### src/rtl/result_writeback_pkg.sv
// Shared types for the calc core result path: lane geometry, FIFO entry layout
// and the two-beat serialiser state.
package calc_pkg;

    localparam int LANES      = 8;
    localparam int LANE_W     = 16;
    localparam int BEAT_LANES = 4;
    localparam int BEATS      = 2;

    typedef logic [LANES-1:0][LANE_W-1:0]      result_vec_t;
    typedef logic [BEAT_LANES-1:0][LANE_W-1:0] beat_vec_t;

    typedef struct packed {
        logic [31:0] addr;
        result_vec_t data;
    } wb_entry_t;

    typedef enum logic [0:0] {
        BEAT0 = 1'b0,
        BEAT1 = 1'b1
    } beat_e;

endpackage

### src/rtl/result_writeback_if.sv
// Result-vector input handshake plus the B-memory write-beat port.
interface result_writeback_if;
    import calc_pkg::*;

    logic        res_valid;
    logic        res_ready;
    logic [31:0] res_addr;
    result_vec_t res_data;

    logic        mem_wr_en;
    logic        mem_wr_ready;
    logic [31:0] mem_wr_addr;
    beat_vec_t   mem_wr_data;

    // The writeback block is the slave of the result stream and drives memory writes.
    modport slave (
        input  res_valid, res_addr, res_data, mem_wr_ready,
        output res_ready, mem_wr_en, mem_wr_addr, mem_wr_data
    );

    modport master (
        output res_valid, res_addr, res_data, mem_wr_ready,
        input  res_ready, mem_wr_en, mem_wr_addr, mem_wr_data
    );

endinterface

### src/rtl/result_writeback_fifo.sv
// Synchronous FIFO of writeback entries; registered storage, head read combinationally.
module wb_fifo
    import calc_pkg::*;
#(
    parameter int DEPTH = 4
) (
    input  logic      clk,
    input  logic      rst_n,
    input  logic      push,
    input  wb_entry_t wr_entry,
    input  logic      pop,
    output wb_entry_t rd_entry,
    output logic      full,
    output logic      empty
);

    localparam int PTR_W = $clog2(DEPTH);

    wb_entry_t        mem [DEPTH];
    logic [PTR_W-1:0] wr_ptr;
    logic [PTR_W-1:0] rd_ptr;
    logic [PTR_W:0]   count;
    logic             do_push;
    logic             do_pop;

    assign do_push = push && !full;
    assign do_pop  = pop && !empty;
    assign full    = (count == (PTR_W+1)'(DEPTH));
    assign empty   = (count == '0);

    always_ff @(posedge clk or negedge rst_n) begin
        if (!rst_n) begin
            wr_ptr <= '0;
            rd_ptr <= '0;
            count  <= '0;
        end else begin
            if (do_push) wr_ptr <= wr_ptr + 1'b1;
            if (do_pop)  rd_ptr <= rd_ptr + 1'b1;
            case ({do_push, do_pop})
                2'b10:   count <= count + 1'b1;
                2'b01:   count <= count - 1'b1;
                default: count <= count;
            endcase
        end
    end

    // NOTE: storage is deliberately not reset; occupancy gates every read, so stale
    // contents are never observed and the array can map onto plain RAM/flops.
    always_ff @(posedge clk) begin
        if (do_push) mem[wr_ptr] <= wr_entry;
    end

    assign rd_entry = mem[rd_ptr];

endmodule

### src/rtl/result_writeback.sv
// Buffers 8-lane result vectors and writes each to B memory as two 64-bit beats.
module result_writeback
    import calc_pkg::*;
#(
    parameter int          FIFO_DEPTH  = 4,
    parameter int unsigned ADDR_STRIDE = 8,
    parameter int          CNT_W       = 16
) (
    input  logic             clk,
    input  logic             rst_n,
    result_writeback_if.slave bus,
    output logic [CNT_W-1:0] wr_count,
    output logic             idle
);

    wb_entry_t in_entry;
    wb_entry_t head;
    logic      full;
    logic      empty;
    logic      push;
    logic      pop;
    logic      xfer;
    beat_e     beat;
    beat_e     beat_next;

    assign in_entry      = '{addr: bus.res_addr, data: bus.res_data};
    assign bus.res_ready = !full;
    assign push          = bus.res_valid && !full;
    assign bus.mem_wr_en = !empty;
    assign xfer          = !empty && bus.mem_wr_ready;
    assign idle          = empty && (beat == BEAT0);

    wb_fifo #(.DEPTH(FIFO_DEPTH)) u_fifo (
        .clk      (clk),
        .rst_n    (rst_n),
        .push     (push),
        .wr_entry (in_entry),
        .pop      (pop),
        .rd_entry (head),
        .full     (full),
        .empty    (empty)
    );

    // NOTE: state and counters use non-blocking assignments so every flop samples
    // pre-edge values regardless of process evaluation order.
    always_ff @(posedge clk or negedge rst_n) begin
        if (!rst_n) begin
            beat     <= BEAT0;
            wr_count <= '0;
        end else begin
            beat <= beat_next;
            if (pop) wr_count <= wr_count + 1'b1;
        end
    end

    // NOTE: every output of this block gets a default first so no path leaves a
    // signal unassigned, which would otherwise infer a latch.
    always_comb begin
        beat_next       = beat;
        pop             = 1'b0;
        bus.mem_wr_addr = '0;
        bus.mem_wr_data = '0;
        if (!empty) begin
            case (beat)
                BEAT0: begin
                    bus.mem_wr_addr = head.addr;
                    bus.mem_wr_data = head.data[BEAT_LANES-1:0];
                    if (xfer) beat_next = BEAT1;
                end
                BEAT1: begin
                    bus.mem_wr_addr = head.addr + 32'(ADDR_STRIDE);
                    bus.mem_wr_data = head.data[LANES-1:BEAT_LANES];
                    if (xfer) begin
                        beat_next = BEAT0;
                        pop       = 1'b1;
                    end
                end
                default: beat_next = BEAT0;
            endcase
        end
    end

endmodule

### src/flat_wrapper.sv
// flat-port wrapper written by rule: the top's interface ports become plain ports
module result_writeback_flat import calc_pkg::*;
#(
    parameter int          FIFO_DEPTH  = 4,
    parameter int unsigned ADDR_STRIDE = 8,
    parameter int          CNT_W       = 16
)
  (clk, rst_n, wr_count, idle, bus_res_valid, bus_res_addr, bus_res_data, bus_mem_wr_ready, bus_res_ready, bus_mem_wr_en, bus_mem_wr_addr, bus_mem_wr_data);
  result_writeback_if bus_i ();
  input  logic clk;
  input  logic rst_n;
  output logic [CNT_W-1:0] wr_count;
  output logic idle;
  input wire logic [$bits(bus_i.res_valid)-1:0] bus_res_valid;
  input wire logic [$bits(bus_i.res_addr)-1:0] bus_res_addr;
  input wire logic [$bits(bus_i.res_data)-1:0] bus_res_data;
  input wire logic [$bits(bus_i.mem_wr_ready)-1:0] bus_mem_wr_ready;
  output wire logic [$bits(bus_i.res_ready)-1:0] bus_res_ready;
  output wire logic [$bits(bus_i.mem_wr_en)-1:0] bus_mem_wr_en;
  output wire logic [$bits(bus_i.mem_wr_addr)-1:0] bus_mem_wr_addr;
  output wire logic [$bits(bus_i.mem_wr_data)-1:0] bus_mem_wr_data;
  assign bus_i.res_valid = bus_res_valid;
  assign bus_i.res_addr = bus_res_addr;
  assign bus_i.res_data = bus_res_data;
  assign bus_i.mem_wr_ready = bus_mem_wr_ready;
  assign bus_res_ready = bus_i.res_ready;
  assign bus_mem_wr_en = bus_i.mem_wr_en;
  assign bus_mem_wr_addr = bus_i.mem_wr_addr;
  assign bus_mem_wr_data = bus_i.mem_wr_data;
  result_writeback #(.FIFO_DEPTH(FIFO_DEPTH), .ADDR_STRIDE(ADDR_STRIDE), .CNT_W(CNT_W)) u_core (.clk(clk), .rst_n(rst_n), .bus(bus_i), .wr_count(wr_count), .idle(idle));
endmodule
### config.mk
export PLATFORM = sky130hd
export DESIGN_NAME = result_writeback_flat
export DESIGN_NICKNAME = d
export VERILOG_FILES = /design/src/rtl/result_writeback_pkg.sv /design/src/rtl/result_writeback_if.sv /design/src/rtl/result_writeback_fifo.sv /design/src/rtl/result_writeback.sv /design/src/flat_wrapper.sv
export SDC_FILE = /design/constraint.sdc
export NUM_CORES = 1
export LEC_CHECK = 0
export ABC_AREA = 0
export CORE_MARGIN = 2
export CORE_UTILIZATION = 30
export DETAILED_ROUTE_END_ITERATION = 10
export PLACE_DENSITY = 0.47
export SYNTH_ARGS = -nofsm -noshare
export SYNTH_HDL_FRONTEND = slang
export SYNTH_HIERARCHICAL = 1
export SYNTH_SLANG_ARGS = --single-unit
export TNS_END_PERCENT = 30
### constraint.sdc
create_clock -name clk -period 5.37 [get_ports clk]
set_input_delay 1.3425 -clock clk [delete_from_list [all_inputs] [get_ports clk]]
set_output_delay 1.3425 -clock clk [all_outputs]
set_load 0.05 [all_outputs]
Word level (Yosys, flattened, before mapping)

Memories as Yosys holds them, arrays and structs flattened.
Cells that the tools add are included.

Output and inout bits: 115
Memories: 1
ROM bits: 0
Register bits: 24
Logic and storage cells: 37
Bits in latches: 0
Memory bits (writable): 640
Bits of input ports: 164

Memories:

| memory            | words | bits a word | read ports | clocked after memory_dff | write ports | line                        | RTL |
|---|---|---|---|---|---|---|---|
| u_core.u_fifo.mem | 4     | 160         | 1          | 0                        | 1           | result_writeback_fifo.sv:19 | `wb_entry_t mem [DEPTH];` |

Equality and inequality tests: 3
$mul: 0
Reduce and logical (&&, ||, !) cells: 9
Bitwise gates (word level): 1
Mux-type cells: 12
Shift operators: 0
Divide/modulo/power cells: 0
Add/sub/neg operators: 6
Order comparisons: 0

Operators by type and width:

| cell                                                | number |
|---|---|
| case mux 64 bit (2 select lines)                    | 1 |
| 2-to-1 mux 64 bit                                   | 1 |
| case mux 32 bit (2 select lines)                    | 1 |
| adder 32 x 4 -> 32 bit, second input constant       | 1 |
| 2-to-1 mux 32 bit                                   | 1 |
| adder 16 x 1 -> 16 bit, second input constant       | 1 |
| 2-to-1 mux 1 bit                                    | 6 |
| case mux 3 bit (2 select lines)                     | 1 |
| logical AND 1 bit                                   | 5 |
| adder 2 x 1 -> 2 bit, second input constant         | 2 |
| adder 3 x 1 -> 3 bit, second input constant         | 1 |
| equality test 3 bit, second input constant          | 1 |
| zero test 3 bit                                     | 1 |
| subtractor 3 x 1 -> 3 bit, second input constant    | 1 |
| equality test 2 x 1 -> 1 bit, second input constant | 1 |
| equality test 2 bit, second input constant          | 1 |
| zero test 1 bit                                     | 2 |
| case mux 1 bit (2 select lines)                     | 1 |
| nonzero test 2 bit                                  | 1 |
| NOT 1 bit                                           | 1 |

Logic depth before layout (Yosys ltp)

Depth after elaboration: 9
Depth in mapped cells: 13

By module

Netlist, hierarchy kept.

Modules (own cells, without submodules):

| module           | cells each | sequential area each (sq um) | area each (sq um) | times used |
|---|---|---|---|---|
| wb_fifo          | 873        | 19393.6                      | 23473.8           | 1 |
| result_writeback | 348        | 425.4                        | 2611.3            | 1 |

Worst setup path after synthesis

Ideal clock, no wire load.

Path type: in2reg
Start point: input port bus_res_valid
End point: memory u_core/u_fifo/mem[2][0] (netlist bit), enable pin
Library setup time: 539 ps
Buffers on the path: 0
Setup slack: -643 ps
Arrival: 5474 ps
Cell stages on the path: 3
Cell sequence: nor2b_1 nor2b_1 and2_1

Cells in the longest elaborated chain, start to end: 4

RTL lines:

| item                                   | line                        | RTL |
|---|---|---|
| from (decl)                            | flat_wrapper.sv:14          | `input wire logic [$bits(bus_i.res_valid)-1:0] bus_res_valid;` |
| logical AND 1 bit                      | result_writeback.sv:28      | `assign push = bus.res_valid && !full;` |
| logical AND 1 bit                      | result_writeback_fifo.sv:26 | `assign do_push = push && !full;` |
| 2-to-1 mux 1 bit                       | result_writeback_fifo.sv:50 | `if (do_push) mem[wr_ptr] <= wr_entry;` |
| 2-to-1 mux 1 bit (not written as such) | result_writeback_fifo.sv:50 |  |
| to (decl)                              | result_writeback_fifo.sv:19 |  |

Every way passes these cells.

==> impl_metrics.py <==
metrics = {
    "status": {
        "status": "finished, final reports clean",
    },
    "floorplanning": {
        "core_um2": 86500,
        "die_area_um2": 89300,
        "pin_count": 279,
        "die_h_um": 299,
        "initial_core_util_pct": 30.2,
        "die_x_um": 299,
        "num_rows": 108,
    },
    "routing": {
        "drc_errors": 0,
        "drt_iter0_drc": 670,
        "antenna_left": 0,
        "via_per_inst": 4.66,
        "wl_per_cell_um": 22.2,
        "vias": 12900,
        "drt_wl_total_um": 61500,
        "dr.pass1.iters": 4,
    },
    "global_routing": {
        "globalRouteTotalUtil_pct": 13.8,
        "grt_pass1_wl_um": 92100,
        "grt_pass1_vias": 14400,
        "antenna_found_initial": 15,
        "grt_overflow": 0,
        "grt_max_degree": 70,
    },
    "power_and_ir_drop": {
        "netSwitchingFraction_pct": 37.7,
        "p_sw_mw": 8.00,
        "clkPwrFrac_pct": 24.0,
        "combPwrFrac_pct": 42.2,
        "power_leakage_nw": 10.8,
        "p_per_area_nw_per_um2": 645,
        "vdd_ir_drop_max_mv": 0.474,
        "p_int_mw": 13.2,
        "seqPwrFrac_pct": 33.7,
    },
    "synthesis": {
        "synthMuxAreaShare_pct": 16.5,
        "synth-seq-cells": 664,
        "ys_seq_area_share_pct": 76.0,
        "synth_area_leaders": "edfxtp_1, mux4_2, mux2i_1",
        "synth_top_family_by_area": "multiplexers",
        "synth_fa_ha_area_share_pct": 0.460,
        "yosys.area_share.simple_pct": 3.58,
        "synth_fp_nets": 1394,
        "synth-xor-area-share_pct": 1.01,
        "yosysWarnings": 6,
        "synth_compound_area_share_pct": 0.887,
        "syn_avg_cell_area_um2": 21.4,
        "synth.distinct_cells": 43,
        "syn_inst": 1221,
        "synth_top_area_share_pct": 73.7,
        "synth_area_um2": 26100,
        "synth_top_area_cell": "edfxtp_1",
    },
    "cts": {
        "tritoncts": "yes",
        "clock_path_buffers": 3,
        "cts_hold_buffers": 0,
        "cts_root_buf": "clkbuf_16",
        "htreeDepth": 3,
        "clock-sinks": 664,
        "numCtsBuffers": 77,
        "path_clk_slew_ns": 0.06,
        "clk_latency_ns": 0.59,
    },
    "critical_path": {
        "worstPathCellList": "mux4_2, ha_1, nand4_1, xor2_1, nor2_1, clkdlybuf4s50_1",
        "rr_endpoint": "u_core/u_fifo/count[2]$_DFFE_PN0P_",
        "arrival_ns": 3.76,
        "crit_path_max_fanout": 32,
        "cp-start-kind": "flop",
        "required_ns": 4.03,
        "reg2reg_depth": 10,
        "critical_path_class": "flop to output port",
        "max_stage_delay_ns": 0.86,
        "worstSetupEndpointType": "output port",
        "cp-startpoint": "u_core/u_fifo/rd_ptr[1]$_DFFE_PN0P_",
        "path_buf_inv": 1,
        "r2r_start": "u_core/beat$_DFFE_PN0N_",
        "crit_family": "buffers and inverters",
        "regToRegSetupSlack_ns": 2.04,
        "crit_slowest_cell": "clkdlybuf4s50_1",
    },
    "timing": {
        "rsz0062_at_grt": "no",
        "setup_viol": 0,
        "finalCritPeriodShare_pct": 94.9,
        "finalSetupTns_ns": 0,
        "slew_headroom_pct": 34.9,
        "timing_hold_violations_final": 0,
        "final_max_slew_viol_count": 0,
        "worst_slew_pin_slew_ns": 0.977,
        "finClkSkew_ns": 0.0153,
        "finalCriticalPeriod_ns": 5.10,
        "clock.fmax_mhz": 196,
    },
    "cells_and_area": {
        "fin_nets": 1724,
        "flow.area_growth_from_synthesis_pct": 26.1,
        "stdcell_count": 2772,
        "layout-drive-gt1-share_pct": 21.2,
        "fin_util_pct": 38.0,
    },
    "min_path": {
        "min_path_cells": 1,
        "holdPathEnd": "u_core/wr_count[15]$_DFFE_PN0P_",
        "min-delay-start": "u_core/wr_count[15]$_DFFE_PN0P_",
        "hold_path_class": "flop to flop",
    },
    "placement": {
        "dpl.cell_count": 2627,
        "portBuffers": 278,
        "globalplace.congestion": 0.737,
        "place_hpwl_um": 36800,
    },
    "run": {
        "max-cap-violations": 0,
    },
}
-- worst max-delay path by stage --
stage	to	slack (ns)	cells past startpoint
floorplan	u_core/u_fifo/mem[0][0]$_DFFE_PP_	-0.64	3
global placement	bus_mem_wr_addr[21]	0.84	7
detailed placement	bus_mem_wr_addr[23]	0.81	7
CTS	bus_mem_wr_addr[23]	0.13	7
global route	bus_mem_wr_addr[30]	0.06	7
finish	bus_mem_wr_addr[7]	0.27	6
-- sequential cells by signal, summed over array words and instances, names as in the netlist --
name and flops:
u_core/u_fifo/mem 640, u_core/u_fifo/count 3, u_core/u_fifo/wr_ptr 2, u_core/wr_count 16, u_core/beat 1, u_core/u_fifo/rd_ptr 2
-- layout make-up --
| type | count | area, µm² |
|---|---|---|
| Antenna cell | 7 | 17.5 |
| Fill cell | 7986 | 53600 |
| Inverter | 9 | 33.8 |
| Multi-Input combinational cell | 486 | 5860 |
| Timing Repair Buffer | 313 | 3240 |
| Clock buffer | 89 | 2010 |
| Clock inverter | 49 | 462 |
| Tap cell | 1155 | 1450 |
| Sequential cell | 664 | 19800 |
-- synth_stat cells (all sizes together) --
master and instances:
o31ai 7, nor2 81, nand4 16, o31a 2, ha 8, or3 7, nor3b 1, xor2 12
dfrtp 24, nand4b 3, fa 1, nand3 15, clkbuf 16, edfxtp 640, nor2b 7, inv 9
o21ai 9, nor4 2, nor3 4, nand2 15, and4 7, nand3b 1, buf 46, or2 1
mux4 160, and3 6, mux2i 66, a21oi 17, xnor2 18, a31o 1, or4 7, and2 6
o21a 3, mux2 3
-- power groups by stage --
stage	logic (mW)	registers [mW]	clock network [mW]
detailed placement	9.19	7.28	0
floorplan	6.13	7.29	0
CTS	9.23	7.18	5.28
global route	9.56	7.25	5.49
global placement	9.20	7.23	0
finish	8.96	7.16	5.10
-- layer usage --
layer | GRT usage, % | routed length, µm | vias up
li1 | - | - | 5727
met1 | 16.6 | 25000 | 6802
met2 | 24.0 | 31400 | 269
met3 | 4.25 | 3730 | 100
met4 | 4.00 | 1200 | 16
met5 | 0 | 113 | -
-- worst register-to-register path, cell delays in order, from the launching register on --
cell and delay, ns:
dfrtp_4 0.46, buf_4 0.70, ha_1 0.36, nor2b_1 0.34
o31a_1 0.31, ha_1 0.22, inv_1 0.06, fa_1 0.37
xor2_1 0.15, nor2_1 0.13, xor2_1 0.15
-- cells in the final DEF, fill, tap and decap left out, types with 15 or more instances in the layout --
cell,count
clkbuf_16,78
mux2i_1,66
xnor2_1,18
buf_12,18
clkinv_2,18
mux4_2,160
a21oi_1,17
nor2_1,81
clkdlybuf4s50_1,262
clkinv_1,15
buf_4,31
dfrtp_1,21
edfxtp_1,640
nand4_1,15
-- cell families after synthesis --
kind of cell	after synthesis
adder cells (fa/ha/maj)	9
AO/OA/AOI/OAI	39
XOR/XNOR	30
AND/OR/NAND/NOR	179
multiplexers	229
flip-flops	664
buffers and inverters	71
-- metrics by stage --
stage               power, mW  area (µm²)  hold slack (ns)  setup slack [ns]
finish                   21.2       32900            0.468             0.272
global route             22.3       32900            0.486            0.0602
CTS                      21.7       32900            0.474             0.134
detailed placement       16.5       30400            0.462             0.814
global placement         16.4       30400            0.464             0.841
floorplan                13.4       26100            0.477            -0.643
-- what timing repair did --
item / 4_1_cts / 5_1_grt
resized for setup: 0 / 2
endpoints found under the setup margin: 0 / 2
buffers inserted: 0 / 0
No activity file was read; power rests on OpenSTA's default activity.
